**src/rtl/bcd_countdown_ctl.sv**
```systemverilog
// Two-digit BCD countdown timer with start/pause/clear control FSM.
// Consumes one-cycle button pulses and a 1 Hz tick; all outputs are registered.
module bcd_countdown_ctl #(
  parameter int BCD_W     = 4,
  parameter int INIT_TENS = 3,
  parameter int INIT_ONES = 0,
  parameter int WRAP      = 0
) (
  input  logic             clk,
  input  logic             rst,
  input  logic             tick,
  input  logic             start_stop,
  input  logic             clear,
  input  logic             load,
  input  logic [BCD_W-1:0] preset_tens,
  input  logic [BCD_W-1:0] preset_ones,
  output logic [BCD_W-1:0] digit1,
  output logic [BCD_W-1:0] digit0,
  output logic             running,
  output logic             done,
  output logic [1:0]       state
);

  typedef enum logic [1:0] {
    ST_IDLE  = 2'd0,
    ST_RUN   = 2'd1,
    ST_PAUSE = 2'd2,
    ST_DONE  = 2'd3
  } state_t;

  localparam logic [BCD_W-1:0] NINE     = BCD_W'(9);
  localparam logic [BCD_W-1:0] ZERO     = '0;
  localparam logic [BCD_W-1:0] ONE      = BCD_W'(1);
  localparam logic [BCD_W-1:0] INIT_T   = BCD_W'(INIT_TENS);
  localparam logic [BCD_W-1:0] INIT_O   = BCD_W'(INIT_ONES);

  state_t           state_reg, state_next;
  logic [BCD_W-1:0] tens_reg, tens_next;
  logic [BCD_W-1:0] ones_reg, ones_next;
  logic [BCD_W-1:0] pre_tens_reg, pre_tens_next;
  logic [BCD_W-1:0] pre_ones_reg, pre_ones_next;
  logic             done_reg, done_next;
  logic             running_reg, running_next;

  // Index 0 = ones, 1 = tens; out-of-range preset digits saturate at 9.
  logic [BCD_W-1:0] preset_raw [2];
  logic [BCD_W-1:0] preset_clamped [2];

  assign preset_raw[0] = preset_ones;
  assign preset_raw[1] = preset_tens;

  generate
    for (genvar gi = 0; gi < 2; gi++) begin : g_clamp
      assign preset_clamped[gi] = (preset_raw[gi] > NINE) ? NINE : preset_raw[gi];
    end
  endgenerate

  logic             at_zero;
  logic [BCD_W-1:0] dec_tens;
  logic [BCD_W-1:0] dec_ones;
  logic             dec_hits_zero;
  logic             load_ok;

  assign at_zero       = (tens_reg == ZERO) && (ones_reg == ZERO);
  assign dec_ones      = (ones_reg != ZERO) ? (ones_reg - ONE) : NINE;
  assign dec_tens      = (ones_reg != ZERO) ? tens_reg : (tens_reg - ONE);
  assign dec_hits_zero = (tens_reg == ZERO) && (ones_reg == ONE);
  assign load_ok       = (state_reg == ST_IDLE) || (state_reg == ST_PAUSE);

  always_comb begin
    state_next    = state_reg;
    tens_next     = tens_reg;
    ones_next     = ones_reg;
    pre_tens_next = pre_tens_reg;
    pre_ones_next = pre_ones_reg;
    done_next     = 1'b0;

    if (clear) begin
      state_next    = ST_IDLE;
      pre_tens_next = INIT_T;
      pre_ones_next = INIT_O;
      tens_next     = INIT_T;
      ones_next     = INIT_O;
    end else if (load && load_ok) begin
      pre_tens_next = preset_clamped[1];
      pre_ones_next = preset_clamped[0];
      tens_next     = preset_clamped[1];
      ones_next     = preset_clamped[0];
    end else if (start_stop) begin
      unique case (state_reg)
        ST_IDLE: begin
          if (at_zero) begin
            state_next = ST_DONE;
            done_next  = 1'b1;
          end else begin
            state_next = ST_RUN;
          end
        end
        ST_RUN:   state_next = ST_PAUSE;
        ST_PAUSE: state_next = ST_RUN;
        ST_DONE: begin
          tens_next  = pre_tens_reg;
          ones_next  = pre_ones_reg;
          state_next = ST_RUN;
        end
        default:  state_next = ST_IDLE;
      endcase
    end else if (tick && (state_reg == ST_RUN)) begin
      // At 00 only wrap mode moves; otherwise the count never underflows.
      if (at_zero) begin
        if (WRAP != 0) begin
          tens_next = pre_tens_reg;
          ones_next = pre_ones_reg;
        end
      end else begin
        tens_next = dec_tens;
        ones_next = dec_ones;
        if (dec_hits_zero) begin
          done_next = 1'b1;
          if (WRAP == 0) begin
            state_next = ST_DONE;
          end
        end
      end
    end

    running_next = (state_next == ST_RUN);
  end

  always_ff @(posedge clk or posedge rst) begin
    if (rst) begin
      state_reg    <= ST_IDLE;
      tens_reg     <= INIT_T;
      ones_reg     <= INIT_O;
      pre_tens_reg <= INIT_T;
      pre_ones_reg <= INIT_O;
      done_reg     <= 1'b0;
      running_reg  <= 1'b0;
    end else begin
      state_reg    <= state_next;
      tens_reg     <= tens_next;
      ones_reg     <= ones_next;
      pre_tens_reg <= pre_tens_next;
      pre_ones_reg <= pre_ones_next;
      done_reg     <= done_next;
      running_reg  <= running_next;
    end
  end

  assign digit1  = tens_reg;
  assign digit0  = ones_reg;
  assign running = running_reg;
  assign done    = done_reg;
  assign state   = state_reg;

endmodule

```
**config.mk**
```make
export PLATFORM = sky130hd
export DESIGN_NAME = bcd_countdown_ctl
export DESIGN_NICKNAME = d
export VERILOG_FILES = /design/src/rtl/bcd_countdown_ctl.sv
export SDC_FILE = /design/constraint.sdc
export NUM_CORES = 1
export LEC_CHECK = 0
export BUFFER_PORTS_ARGS = -buffer_cell sky130_fd_sc_hd__buf_2
export CAP_MARGIN = 5
export CORE_MARGIN = 5
export CORE_UTILIZATION = 30
export CTS_CLUSTER_SIZE = 20
export DETAILED_ROUTE_END_ITERATION = 10
export GPL_TIMING_DRIVEN = 0
export SLEW_MARGIN = 20
export SYNTH_ARGS = -nofsm -noshare
export SYNTH_HDL_FRONTEND = slang
export SYNTH_SLANG_ARGS = --single-unit
```
**constraint.sdc**
```tcl
create_clock -name clk -period 1.8 [get_ports clk]
set_clock_uncertainty 0.2 [all_clocks]
set_input_delay 0.18 -clock clk [delete_from_list [all_inputs] [get_ports clk]]
set_output_delay 0.18 -clock clk [all_outputs]
set_load 0.01 [all_outputs]
```
# Word level (Yosys, flattened, before mapping)
# Cells that the tools add are included.
# W data, S select, Z words.
# totals
regBits	20
inputBits	14
out_inout_bits	12
wordCells	69
# classes
n_addsub	2
n_lt_le_gt_ge	2
eq_ne	8
muxes	36
reduce_logical	14
# op_table
op	count
$mux W4	20
$mux W2	7
$gt A4 B4 Y1 const B	2
$logic_not A4 Y1	2
$mux W1	8
$ne A4 B3 Y1 const B	2
$reduce_bool A4 Y1	2
$sub A4 B1 Y4 const B	2
$pmux W2 S3	1
$eq A2 B1 Y1 const B	2
$eq A2 B2 Y1 const B	2
$eq A4 B1 Y1 const B	1
$logic_and A1 B1 Y1	4
$ne A4 B1 Y1 const B	1
$reduce_and A4 Y1	1
$reduce_and A3 Y1	1
$logic_not A2 Y1	1
$reduce_bool A2 Y1	1
$reduce_or A2 Y1	1
$logic_or A1 B1 Y1	1

# Logic depth before layout (Yosys ltp)
# Gate-level depths: netlist (run 1).
# logic_depth
ltp_word	9
depth_mapped	8
depth_no_buf	7

# Worst setup path after synthesis (run 1)
# OpenSTA, ideal clock, no wires.
# synth_timing
path_type	flip-flop to flip-flop
startpoint	reg tens_reg[0] (netlist: digit1[0])
endpoint	reg ones_reg[1] (netlist: digit0[1])
setup_time_ns	0.110
t_arrival_ns	1.623
required_ns	1.490
slack_ns	-0.134
path_stages_with_launch	7
n_path_buf	0
period_less_slack_ns	1.934
path_cell_list	dfstp_2 -> inv_1 -> ha_1 -> nor3b_1 -> a31oi_1 -> o21ai_1 -> o41ai_1
# synth_via
elab_chain_cells	4
# synth_lines
element	line	rtl
start: declaration	38	logic [BCD_W-1:0] tens_reg, tens_next;
start signal: assignment	141	tens_reg <= tens_next;
$logic_not A4 Y1	64	assign at_zero = (tens_reg == ZERO) && (ones_reg == ZERO);
$logic_and A1 B1 Y1	64	
$ne A4 B3 Y1 (no line)	--	
$reduce_and A3 Y1 (no line)	--	
end signal: assignment	142	ones_reg <= ones_next;
end: declaration	39	logic [BCD_W-1:0] ones_reg, ones_next;
# No other way between the ends.
# A chain may end at the register's enable or synchronous reset.

# Final worst setup path (run 1)
# layout_timing
startpoint	reg ones_reg[1] (netlist: digit0[1])
endpoint	reg running_reg (netlist: running)
# layout_via
elab_chain_cells	9
elab_cells_between_ends	13
classes_between	2 x eq/ne; 8 x mux; 3 x reduce/logical
# layout_lines
element	line	rtl
$eq A4 B1 Y1	67	assign dec_hits_zero = (tens_reg == ZERO) && (ones_reg == ONE);
$logic_and A1 B1 Y1	67	
$mux W2	118	if (dec_hits_zero) begin
$mux W2	110	if (at_zero) begin
$mux W2	108	end else if (tick && (state_reg == ST_RUN)) begin
$mux W2 *	89	end else if (start_stop) begin
$mux W2 *	84	end else if (load && load_ok) begin
$mux W2 *	78	if (clear) begin
net state_next[1]	37	state_t state_reg, state_next;
$eq A2 B1 Y1 *	127	running_next = (state_next == ST_RUN);
net running_next	43	logic running_reg, running_next;
end signal: assignment	146	running_reg <= running_next;
end: declaration	43	
# The timed path passes the listed nets; every way through them passes the cells marked *.

==> flow_metrics.env, run 1 <==
export IMPL_grt_usage_pct=13.5
export IMPL_leakagePower_nw=0.744
export IMPL_setup_violations=10
export IMPL_avgRoutedWirePerCell_um=15.2
export IMPL_drtIter0Drc=68
export IMPL_violations="negative setup slack"
export IMPL_maxSlewHeadroom_pct=49.7
export IMPL_powerDensity_nw_per_um2=757
export IMPL_end_kind="flop"
export IMPL_crit_required_ns=1.75
export IMPL_cts_buffers=3
export IMPL_critPathLaunchType="flop"
export IMPL_synth_async_reset_ratio_pct=100
export IMPL_synth_xor_area_share_pct=0.711
export IMPL_cp_arrival_ns=1.89
export IMPL_grt_antenna_before_repair=0
export IMPL_ant_nets=0
export IMPL_synth_area_leader_cell="dfrtp_1"
export IMPL_gp_congestion=0.903
export IMPL_yosysWarningCount=0
export IMPL_place_area_um2=1470
export IMPL_ys_dominant_reg_cell="dfrtp_1"
export IMPL_clk_latency_ns=0.26
export IMPL_instances_no_fill=234
export IMPL_ys_seq_area_share_pct=41.0
export IMPL_hold_viol_final=0
export IMPL_synth_top_family_by_area="compound AO/OA/AOI/OAI gates"
export IMPL_whs_ns=0.00485
export IMPL_fin_ws_ns=-0.140
export IMPL_synth_area_um2=1230
export IMPL_htreeDepth=1
export IMPL_final_nets=201
export IMPL_synth_edf_count=0
export IMPL_synthSimpleGateAreaFrac_pct=25.6
export IMPL_status="finished, violations left"
export IMPL_synth_most_common_cell="nor2_1"
export IMPL_synthCells=140
export IMPL_row_count=23
export IMPL_avgViaCountPerCell=5.59
export IMPL_start_util_pct=30.8
export IMPL_nFillCells=391
export IMPL_crit_type="reg -> reg"
export IMPL_max_vdd_ir_drop_v=0.000390
export IMPL_drc=0
export IMPL_drt_pass1_iterations=4
export IMPL_grt_max_degree=21
export IMPL_crit_fanout=4
export IMPL_diodes=0
export IMPL_rsz0062_at_grt="yes"
export IMPL_tightest_slew_ns=0.754
export IMPL_hold_class="in -> reg"
export IMPL_syn_nets=156
export IMPL_syn2layout_area_growth_pct=40.5
export IMPL_cts_num_sinks=20
export IMPL_synth_commonest_cells="nor2_1 (17), dfrtp_1 (16), a21oi_1 (14)"
export IMPL_maxCapViolations=0
export IMPL_grt_pass1_vias=1206
export IMPL_synth_top_area_share_pct=32.5
export IMPL_postLayoutCellArea_um2=1730
export IMPL_netlist_cell_type_count=45
export IMPL_core_um2=4000
export IMPL_finalMaxSlewViolations=0
export IMPL_ios=26
export IMPL_fp_dieH_um=74.1
export IMPL_drive_above_1_share_pct=43.5
export IMPL_die_w_um=74.1
export IMPL_hpwl_um=2520
export IMPL_grt_pass1_wl_um=5760
export IMPL_clkTransAtPathRegs_ns=0.08
export IMPL_finalCriticalPeriod_ns=1.94
export IMPL_synth_area_leaders="dfrtp_1 (32%), dfstp_2 (8.5%), a21oi_1 (5.7%), nor2_1 (5.2%), o21ai_0 (3.7%)"
export IMPL_num_vias=1308
export IMPL_placed_cells=215
export IMPL_cts_tree="done"
export IMPL_fin_tns_setup_ns=-0.663
export IMPL_cts_root_buf="clkbuf_8"
export IMPL_synth_area_mux_share_pct=0
export IMPL_synth_compound_area_share_pct=25.8
export IMPL_die_area_um2=5490
export IMPL_clock_fmax_ghz=0.515
export IMPL_dp_slack_ns=-0.211
export IMPL_io_buffers=25
export IMPL_routed_wl_um=3550
export IMPL_synthAdderAreaFrac_pct=2.03
export IMPL_fin_crit_sh_pct=108
export IMPL_ys_ff_latch=20
export IMPL_globalRoute_totalOverflow=0
export IMPL_clockBufferDepth=2
export IMPL_synth_avg_cell_area_um2=8.80
## worst max-delay path: stages (launching register included)
cell     delay [ns]
dfrtp_2        0.43
or4b_4         0.55
nor3_2         0.20
nor3_2         0.07
nor4_2         0.29
nor2b_1        0.08
## cells in the final DEF, fill, tap and decap left out, types with 3 or more instances in the layout
master / Yosys / routed
a211oi_1: 4 / 4
a21oi_1: 14 / 12
buf_2: 3 / 28
buf_4: 1 / 13
clkbuf_8: 0 / 4
dfrtp_1: 16 / 13
dfrtp_2: 0 / 3
dfstp_2: 4 / 4
dlygate4sd3_1: 0 / 3
inv_1: 6 / 4
nand2_1: 7 / 7
nand2b_1: 5 / 5
nor2_1: 17 / 15
nor3_1: 8 / 6
o21ai_0: 9 / 7
## area by class of cell
| class | instances | area [µm²] | area share [%] |
|---|---|---|---|
| tap | 50 | 62.6 | 3.61 |
| timing repair buffer | 41 | 250 | 14.5 |
| buffer | 7 | 43.8 | 2.53 |
| multi-input combinational | 106 | 788 | 45.5 |
| clock buffer | 4 | 55.1 | 3.18 |
| inverter | 6 | 22.5 | 1.30 |
| sequential | 20 | 509 | 29.4 |
## power by group
group | switching, mW | total, mW | internal [mW] | leakage [nW]
clock network | 0.157 | 0.352 | 0.195 | 0.0288
registers | 0.0417 | 0.539 | 0.498 | 0.251
logic | 0.226 | 0.419 | 0.193 | 0.464
## timing repair
| action | 4_1_cts | 5_1_grt |
|---|---|---|
| buffers inserted | 11 | 1 |
| gates resized for setup | 13 | 5 |
| endpoints found under the setup margin | 10 | 11 |
| gates cloned | 1 | 0 |
| pin swaps | 6 | 1 |
| endpoints found under the hold margin | 19 | 0 |
| hold buffers | 3 | 0 |
## final timing paths
path	from	endpoint	slack (ns)	cells past startpoint
worst max-delay path	digit0[1]$_DFFE_PP0P_	running$_DFF_PP0_	-0.14	5
worst min-delay path	preset_tens[2]	pre_tens_reg[2]$_DFFE_PP0P_	0.005	3
worst min register to register	pre_ones_reg[2]$_DFFE_PP0P_	pre_ones_reg[2]$_DFFE_PP0P_	0.32	2
worst max register to register	digit0[1]$_DFFE_PP0P_	running$_DFF_PP0_	-0.14	5
min in group asynchronous	rst	running$_DFF_PP0_	0.39	3
max in group asynchronous	rst	digit0[3]$_DFFE_PP0P_	0.50	3
## cell families after synthesis
logic type / after synthesis
XOR/XNOR: 1
AND/OR/NAND/NOR: 56
adder cells (fa/ha/maj): 2
flip-flops: 20
AO/OA/AOI/OAI: 47
buffers and inverters: 14
## layer usage
metal / share of wire (%) / track usage, % / vias up / wire length [µm]
met5: 0 / 0 / - / 0
met4: 1.7 / 5.03 / 0 / 61
met3: 5.9 / 1.89 / 7 / 210
met2: 46 / 19.8 / 48 / 1650
met1: 46 / 19.9 / 645 / 1630
li1: - / - / 608 / -
## metrics by stage
step / utilization (%) / power, mW
final: 43.3 / 1.31
after CTS: 42.7 / 1.31
after global routing: 43.3 / 1.38
after floorplan: - / 0.767
after global placement: 36.8 / 0.867
after detailed placement: 36.8 / 0.876
(Power assumes the default switching activity.)
==> run 2, diff against run 1 <==
--- a/config.mk
+++ b/config.mk
@@ -11,7 +11,7 @@
 export CORE_UTILIZATION = 30
 export CTS_CLUSTER_SIZE = 20
 export DETAILED_ROUTE_END_ITERATION = 10
-export GPL_TIMING_DRIVEN = 0
+export GPL_TIMING_DRIVEN = 1
 export SLEW_MARGIN = 20
 export SYNTH_ARGS = -nofsm -noshare
 export SYNTH_HDL_FRONTEND = slang
==> run 2 against run 1 <==
Clock-buffer cell count unchanged; sequential power is 0.9% lower; worst hold slack is essentially flat; highest routed layer unchanged; the flow still finishes with violations (negative setup slack).
==> flow_metrics.env, run 2 (same netlist as run 1, synthesis figures left out) <==
export IMPL_regArea_um2=508
export IMPL_placed_cells=230
export IMPL_htreeDepth=1
export IMPL_row_count=23
export IMPL_fin_crit_sh_pct=107
export IMPL_fp_dieH_um=74.1
export IMPL_internal_power_mw=0.936
export IMPL_cts_buffers=3
export IMPL_crit_type="reg -> reg"
export IMPL_p_seq_share_pct=38.3
export IMPL_globalRoute_totalOverflow=0
export IMPL_layout_common_cells="buf_4 (26), buf_2 (25), nor2_1 (14), dfrtp_1 (14), a21oi_1 (11)"
export IMPL_total_power_mw=1.39
export IMPL_die_area_um2=5490
export IMPL_tightest_slew_ns=0.462
export IMPL_crit_buf_inv=2
export IMPL_dr_max_layer_used="met4"
export IMPL_wl_met1_um=1690
export IMPL_cts_root_buf="clkbuf_8"
export IMPL_grt_usage_pct=13.8
export IMPL_path_cells="inv_2 -> ha_4 -> or3b_4 -> buf_4 -> nor2_4 -> nor4b_4 -> nor4_2 -> nor2b_1"
export IMPL_wl_met2_um=1880
export IMPL_diodes=0
export IMPL_critPathLaunchType="flop"
export IMPL_io_buffers=25
export IMPL_leakagePower_nw=0.823
export IMPL_instances_no_fill=243
export IMPL_grt_pass1_wl_um=6020
export IMPL_cpPeakStageDelay_ns=0.39
export IMPL_wl_met3_um=198
export IMPL_multiInputGateArea_um2=867
export IMPL_drc=0
export IMPL_drtIter0Drc=79
export IMPL_cp_arrival_ns=1.86
export IMPL_status="finished, violations left"
export IMPL_hold_class="in -> reg"
export IMPL_die_w_um=74.1
export IMPL_rsz0062_at_grt="yes"
export IMPL_drive_above_1_share_pct=50.8
export IMPL_clkTransAtPathRegs_ns=0.08
export IMPL_clock_fmax_ghz=0.519
export IMPL_fin_ws_ns=-0.126
export IMPL_routed_wl_um=3810
export IMPL_crit_fanout=3
export IMPL_ant_nets=0
export IMPL_finalMaxSlewViolations=0
export IMPL_maxCapViolations=0
export IMPL_ios=26
export IMPL_nFillCells=361
export IMPL_setup_violations=11
export IMPL_drt_pass1_iterations=4
export IMPL_crit_required_ns=1.74
export IMPL_hpwl_um=2670
export IMPL_final_common_cell="buf_4"
export IMPL_num_vias=1334
export IMPL_hold_viol_final=0
export IMPL_grt_max_degree=24
export IMPL_clockBufferDepth=2
export IMPL_final_nets=210
export IMPL_syn2layout_area_growth_pct=55.0
export IMPL_cts_tree="done"
export IMPL_avgViaCountPerCell=5.49
export IMPL_cts_num_sinks=20
export IMPL_maxSlewHeadroom_pct=69.2
export IMPL_clockPowerShare_pct=25.2
export IMPL_gp_congestion=0.837
export IMPL_core_um2=4000
export IMPL_finalCriticalPeriod_ns=1.93
export IMPL_max_vdd_ir_drop_v=0.000326
export IMPL_grt_antenna_before_repair=0
export IMPL_avgRoutedWirePerCell_um=15.7
export IMPL_power_switching_mw=0.458
export IMPL_end_kind="flop"
export IMPL_powerDensity_nw_per_um2=730
export IMPL_p_comb_share_pct=36.5
export IMPL_violations="negative setup slack"
export IMPL_path_delay_family="simple AND/OR/NAND/NOR gates"
export IMPL_start_util_pct=30.8
export IMPL_slowest_stage="or3b_4"
export IMPL_grt_pass1_vias=1303
export IMPL_swShare_pct=32.8
export IMPL_clk_latency_ns=0.26
run 2: cell types whose count changed in the layout (fill, tap and decap cells not counted), moves of 2 or more:
cell and change:
buf_4 +13, buf_2 -3, o41ai_1 -2, clkbuf_1 -2, o21ai_2 +2, o21ai_1 -2
run 2: final timing paths:
kind                                              from  cells after the start                          end  slack (ns)
max                              digit1[1]$_DFFE_PP1P_                      8            running$_DFF_PP0_       -0.13
min                                     preset_ones[3]                      3  pre_ones_reg[3]$_DFFE_PP0P_       0.005
max reg2reg                      digit1[1]$_DFFE_PP1P_                      8            running$_DFF_PP0_       -0.13
min reg2reg                pre_tens_reg[3]$_DFFE_PP0P_                      2  pre_tens_reg[3]$_DFFE_PP0P_        0.33
max in group asynchronous                          rst                      4        digit1[0]$_DFFE_PP1P_        0.55
min in group asynchronous                          rst                      3  pre_ones_reg[0]$_DFFE_PP0P_        0.26
run 2: final cells by class:
| cell class | instances | area share, % |
|---|---|---|
| Tap cell | 50 | 3.27 |
| Clock buffer | 4 | 2.88 |
| Multi-Input combinational cell | 106 | 45.4 |
| Sequential cell | 20 | 26.6 |
| Timing Repair Buffer | 57 | 20.6 |
| Inverter | 6 | 1.31 |
run 2: routing by layer:
metal / GRT usage (%) / vias up
met3: 2.70 / 6
met4: 4.63 / 0
met1: 18.6 / 661
li1: - / 625
met5: 0 / -
met2: 22.3 / 42
run 2: repair_timing:
item | CTS | global route
resized for setup | 11 | 16
pin swaps | 8 | 11
hold buffers | 3 | 0
buffers inserted | 1 | 5
endpoints found under the setup margin | 9 | 11
hold endpoints to repair | 12 | 0
run 2: power by group through the flow:
stage          Sequential, mW  Combinational [mW]  Clock, mW
2_1_floorplan           0.559               0.208          0
3_5_place_dp            0.536               0.405          0
6_report                0.534               0.509      0.351
4_1_cts                 0.530               0.441      0.359
5_1_grt                 0.539               0.552      0.369
3_3_place_gp            0.534               0.400          0
run 2: tightest hold or removal path, cell delays in order:
cell and delay (ns):
buf_2 0.13, nand2_1 0.06, a21oi_1 0.05
run 2: per-stage QoR:
step	TNS (ns)	worst slack (ns)	area (µm²)	util, %	hold WS [ns]
after floorplan	-0.0674	-0.0402	1290	-	-0.0593
after global placement	-0.287	-0.0917	1610	40.2	0.0135
after detailed placement	-0.486	-0.110	1610	40.2	0.0199
after CTS	-0.353	-0.0929	1770	44.2	0.00166
after global routing	-1.45	-0.170	1910	47.8	0.0284
final	-0.874	-0.126	1910	47.8	0.00483
==> run 3, diff against run 2 <==
--- a/config.mk
+++ b/config.mk
@@ -8,10 +8,10 @@
 export BUFFER_PORTS_ARGS = -buffer_cell sky130_fd_sc_hd__buf_2
 export CAP_MARGIN = 5
 export CORE_MARGIN = 5
-export CORE_UTILIZATION = 30
+export CORE_UTILIZATION = 35
 export CTS_CLUSTER_SIZE = 20
 export DETAILED_ROUTE_END_ITERATION = 10
-export GPL_TIMING_DRIVEN = 1
+export GPL_TIMING_DRIVEN = 0
 export SLEW_MARGIN = 20
 export SYNTH_ARGS = -nofsm -noshare
 export SYNTH_HDL_FRONTEND = slang
==> run 3 against run 2 <==
The flow still finishes with violations (negative setup slack); non-clock buffer count decreased by 10; sequential share of layout area increased by 1.6 points; via count decreased by 4.9%; worst setup slack improved by 0.0036 ns; first-iteration DRC count increased by 1.3%; utilization increased by 6.1 points; sequential power increased by 2%.
==> flow_metrics.env, run 3 (same netlist as run 1, synthesis figures left out) <==
export IMPL_fin_crit_sh_pct=107
export IMPL_cts_root_buf="clkbuf_4"
export IMPL_crit_fanout=7
export IMPL_crit_required_ns=1.81
export IMPL_die_w_um=69.3
export IMPL_r2r_slack_ns=-0.12
export IMPL_row_count=21
export IMPL_drt_pass1_iterations=5
export IMPL_cts_tree="done"
export IMPL_ant_nets=0
export IMPL_num_vias=1268
export IMPL_total_power_mw=1.37
export IMPL_ios=26
export IMPL_routed_wl_um=3570
export IMPL_fin_ws_ns=-0.122
export IMPL_grt_antenna_before_repair=0
export IMPL_cts_num_sinks=20
export IMPL_finalMaxSlewViolations=0
export IMPL_leakagePower_nw=0.775
export IMPL_critPathLaunchType="flop"
export IMPL_cts_buffers=3
export IMPL_hp_start="preset_ones[0]"
export IMPL_place_area_um2=1470
export IMPL_reg2reg_to="digit0[3]$_DFFE_PP0P_"
export IMPL_layout_common_cells="buf_2 (27), nor2_1 (16), a21oi_1 (12), dfrtp_1 (12), buf_4 (11)"
export IMPL_start_util_pct=36.6
export IMPL_clkTransAtPathRegs_ns=0.13
export IMPL_rsz0062_at_grt="yes"
export IMPL_rr_worst_depth=7
export IMPL_grt_max_degree=21
export IMPL_core_um2=3360
export IMPL_hold_class="in -> reg"
export IMPL_violations="negative setup slack"
export IMPL_path_delay_family="compound AO/OA/AOI/OAI gates"
export IMPL_clock_fmax_ghz=0.520
export IMPL_globalRoute_totalOverflow=0
export IMPL_clockBufferDepth=2
export IMPL_hpwl_um=2450
export IMPL_whs_endpoint="pre_ones_reg[0]$_DFFE_PP0P_"
export IMPL_crit_buf_inv=1
export IMPL_r2r_start="digit1[0]$_DFFE_PP1P_"
export IMPL_gp_congestion=0.845
export IMPL_dr_max_layer_used="met4"
export IMPL_internal_power_mw=0.923
export IMPL_avgRoutedWirePerCell_um=15.6
export IMPL_cp_arrival_ns=1.94
export IMPL_drc=0
export IMPL_slowest_stage="dfstp_2"
export IMPL_final_common_cell="buf_2"
export IMPL_setup_violations=10
export IMPL_powerDensity_nw_per_um2=758
export IMPL_maxCapViolations=0
export IMPL_diodes=0
export IMPL_grt_pass1_vias=1204
export IMPL_htreeDepth=1
export IMPL_drtIter0Drc=80
export IMPL_wl_met3_um=181
export IMPL_whs_ns=0.0169
export IMPL_final_nets=200
export IMPL_end_kind="flop"
export IMPL_cpPeakStageDelay_ns=0.41
export IMPL_hold_viol_final=0
export IMPL_instances_no_fill=229
export IMPL_syn2layout_area_growth_pct=46.9
export IMPL_drive_above_1_share_pct=44.8
export IMPL_wl_met2_um=1690
export IMPL_p_comb_share_pct=31.8
export IMPL_postLayoutCellArea_um2=1810
export IMPL_clockPowerShare_pct=28.3
export IMPL_crit_type="reg -> reg"
export IMPL_placed_cells=211
export IMPL_path_cells="inv_4 -> ha_4 -> nor3b_4 -> a31oi_4 -> o21ai_4 -> nor2_1 -> o22a_1"
export IMPL_p_seq_share_pct=39.9
export IMPL_io_buffers=25
export IMPL_swShare_pct=32.7
export IMPL_grt_usage_pct=14.2
export IMPL_wl_met1_um=1670
export IMPL_die_area_um2=4810
export IMPL_tightest_slew_ns=0.777
export IMPL_clk_latency_ns=0.31
export IMPL_grt_pass1_wl_um=5640
export IMPL_holdPathStages=3
export IMPL_max_vdd_ir_drop_v=0.000336
export IMPL_finalCriticalPeriod_ns=1.92
export IMPL_status="finished, violations left"
export IMPL_power_switching_mw=0.449
export IMPL_maxSlewHeadroom_pct=48.1
export IMPL_crit_start="digit1[0]$_DFFE_PP1P_"
export IMPL_fp_dieH_um=69.3
export IMPL_avgViaCountPerCell=5.54
[run 3: cell types whose count changed in the layout (fill, tap and decap cells not counted), moves of 2 or more]
cell | previous run | this run
a21oi_2 | 3 | 0
clkbuf_1 | 0 | 2
clkbuf_4 | 0 | 3
buf_4 | 26 | 11
dfrtp_2 | 2 | 4
buf_2 | 25 | 27
dlygate4sd3_1 | 3 | 6
nor2_1 | 14 | 16
dfrtp_1 | 14 | 12
nor2_2 | 2 | 0
a21oi_4 | 0 | 2
clkbuf_8 | 4 | 0
[run 3: worst max path at each step]
stage | end | depth (start not counted)
2_1_floorplan | running$_DFF_PP0_ | 7
3_3_place_gp | digit1[2]$_DFFE_PP0P_ | 6
3_5_place_dp | digit0[3]$_DFFE_PP0P_ | 7
4_1_cts | running$_DFF_PP0_ | 5
5_1_grt | running$_DFF_PP0_ | 7
6_report | digit0[3]$_DFFE_PP0P_ | 7
[run 3: timing repair]
item	4_1_cts	5_1_grt
resized for setup	13	21
hold endpoints to repair	22	0
setup endpoints to repair	10	11
pin swaps	6	6
hold buffers	6	0
buffers inserted	3	6
[run 3: power groups by stage]
stage                     clock, mW  sequential, mW  combinational [mW]
after floorplan                   0           0.559               0.208
after global placement            0           0.551               0.316
after detailed placement          0           0.552               0.320
after CTS                     0.389           0.542               0.371
after global routing          0.418           0.553               0.472
final                         0.389           0.547               0.436
[run 3: metal layers]
layer / vias up / GRT usage (%)
met5: - / 0
met4: 0 / 4.34
met3: 4 / 3.04
met2: 38 / 22.4
met1: 619 / 19.4
li1: 607 / -
[run 3: final cells by class]
type	count	area (µm²)
Tap cell	46	57.6
Clock inverter	1	30.0
Fill cell	329	1550
Multi-Input combinational cell	106	866
Sequential cell	20	510
Buffer	7	43.8
Clock buffer	3	22.5
Inverter	6	27.5
Timing Repair Buffer	40	253
[run 3: tightest hold or removal path: stages]
cell,delay (ns)
buf_2,0.10
nor2_1,0.14
a211oi_1,0.09
[run 3: stage by stage]
step | utilization (%) | setup slack, ns | TNS [ns]
5_1_grt | 53.8 | -0.203 | -1.55
3_5_place_dp | 43.7 | -0.162 | -1.14
6_report | 53.8 | -0.122 | -0.771
2_1_floorplan | - | -0.0402 | -0.0674
3_3_place_gp | 43.7 | -0.148 | -0.946
4_1_cts | 49.4 | -0.124 | -0.679
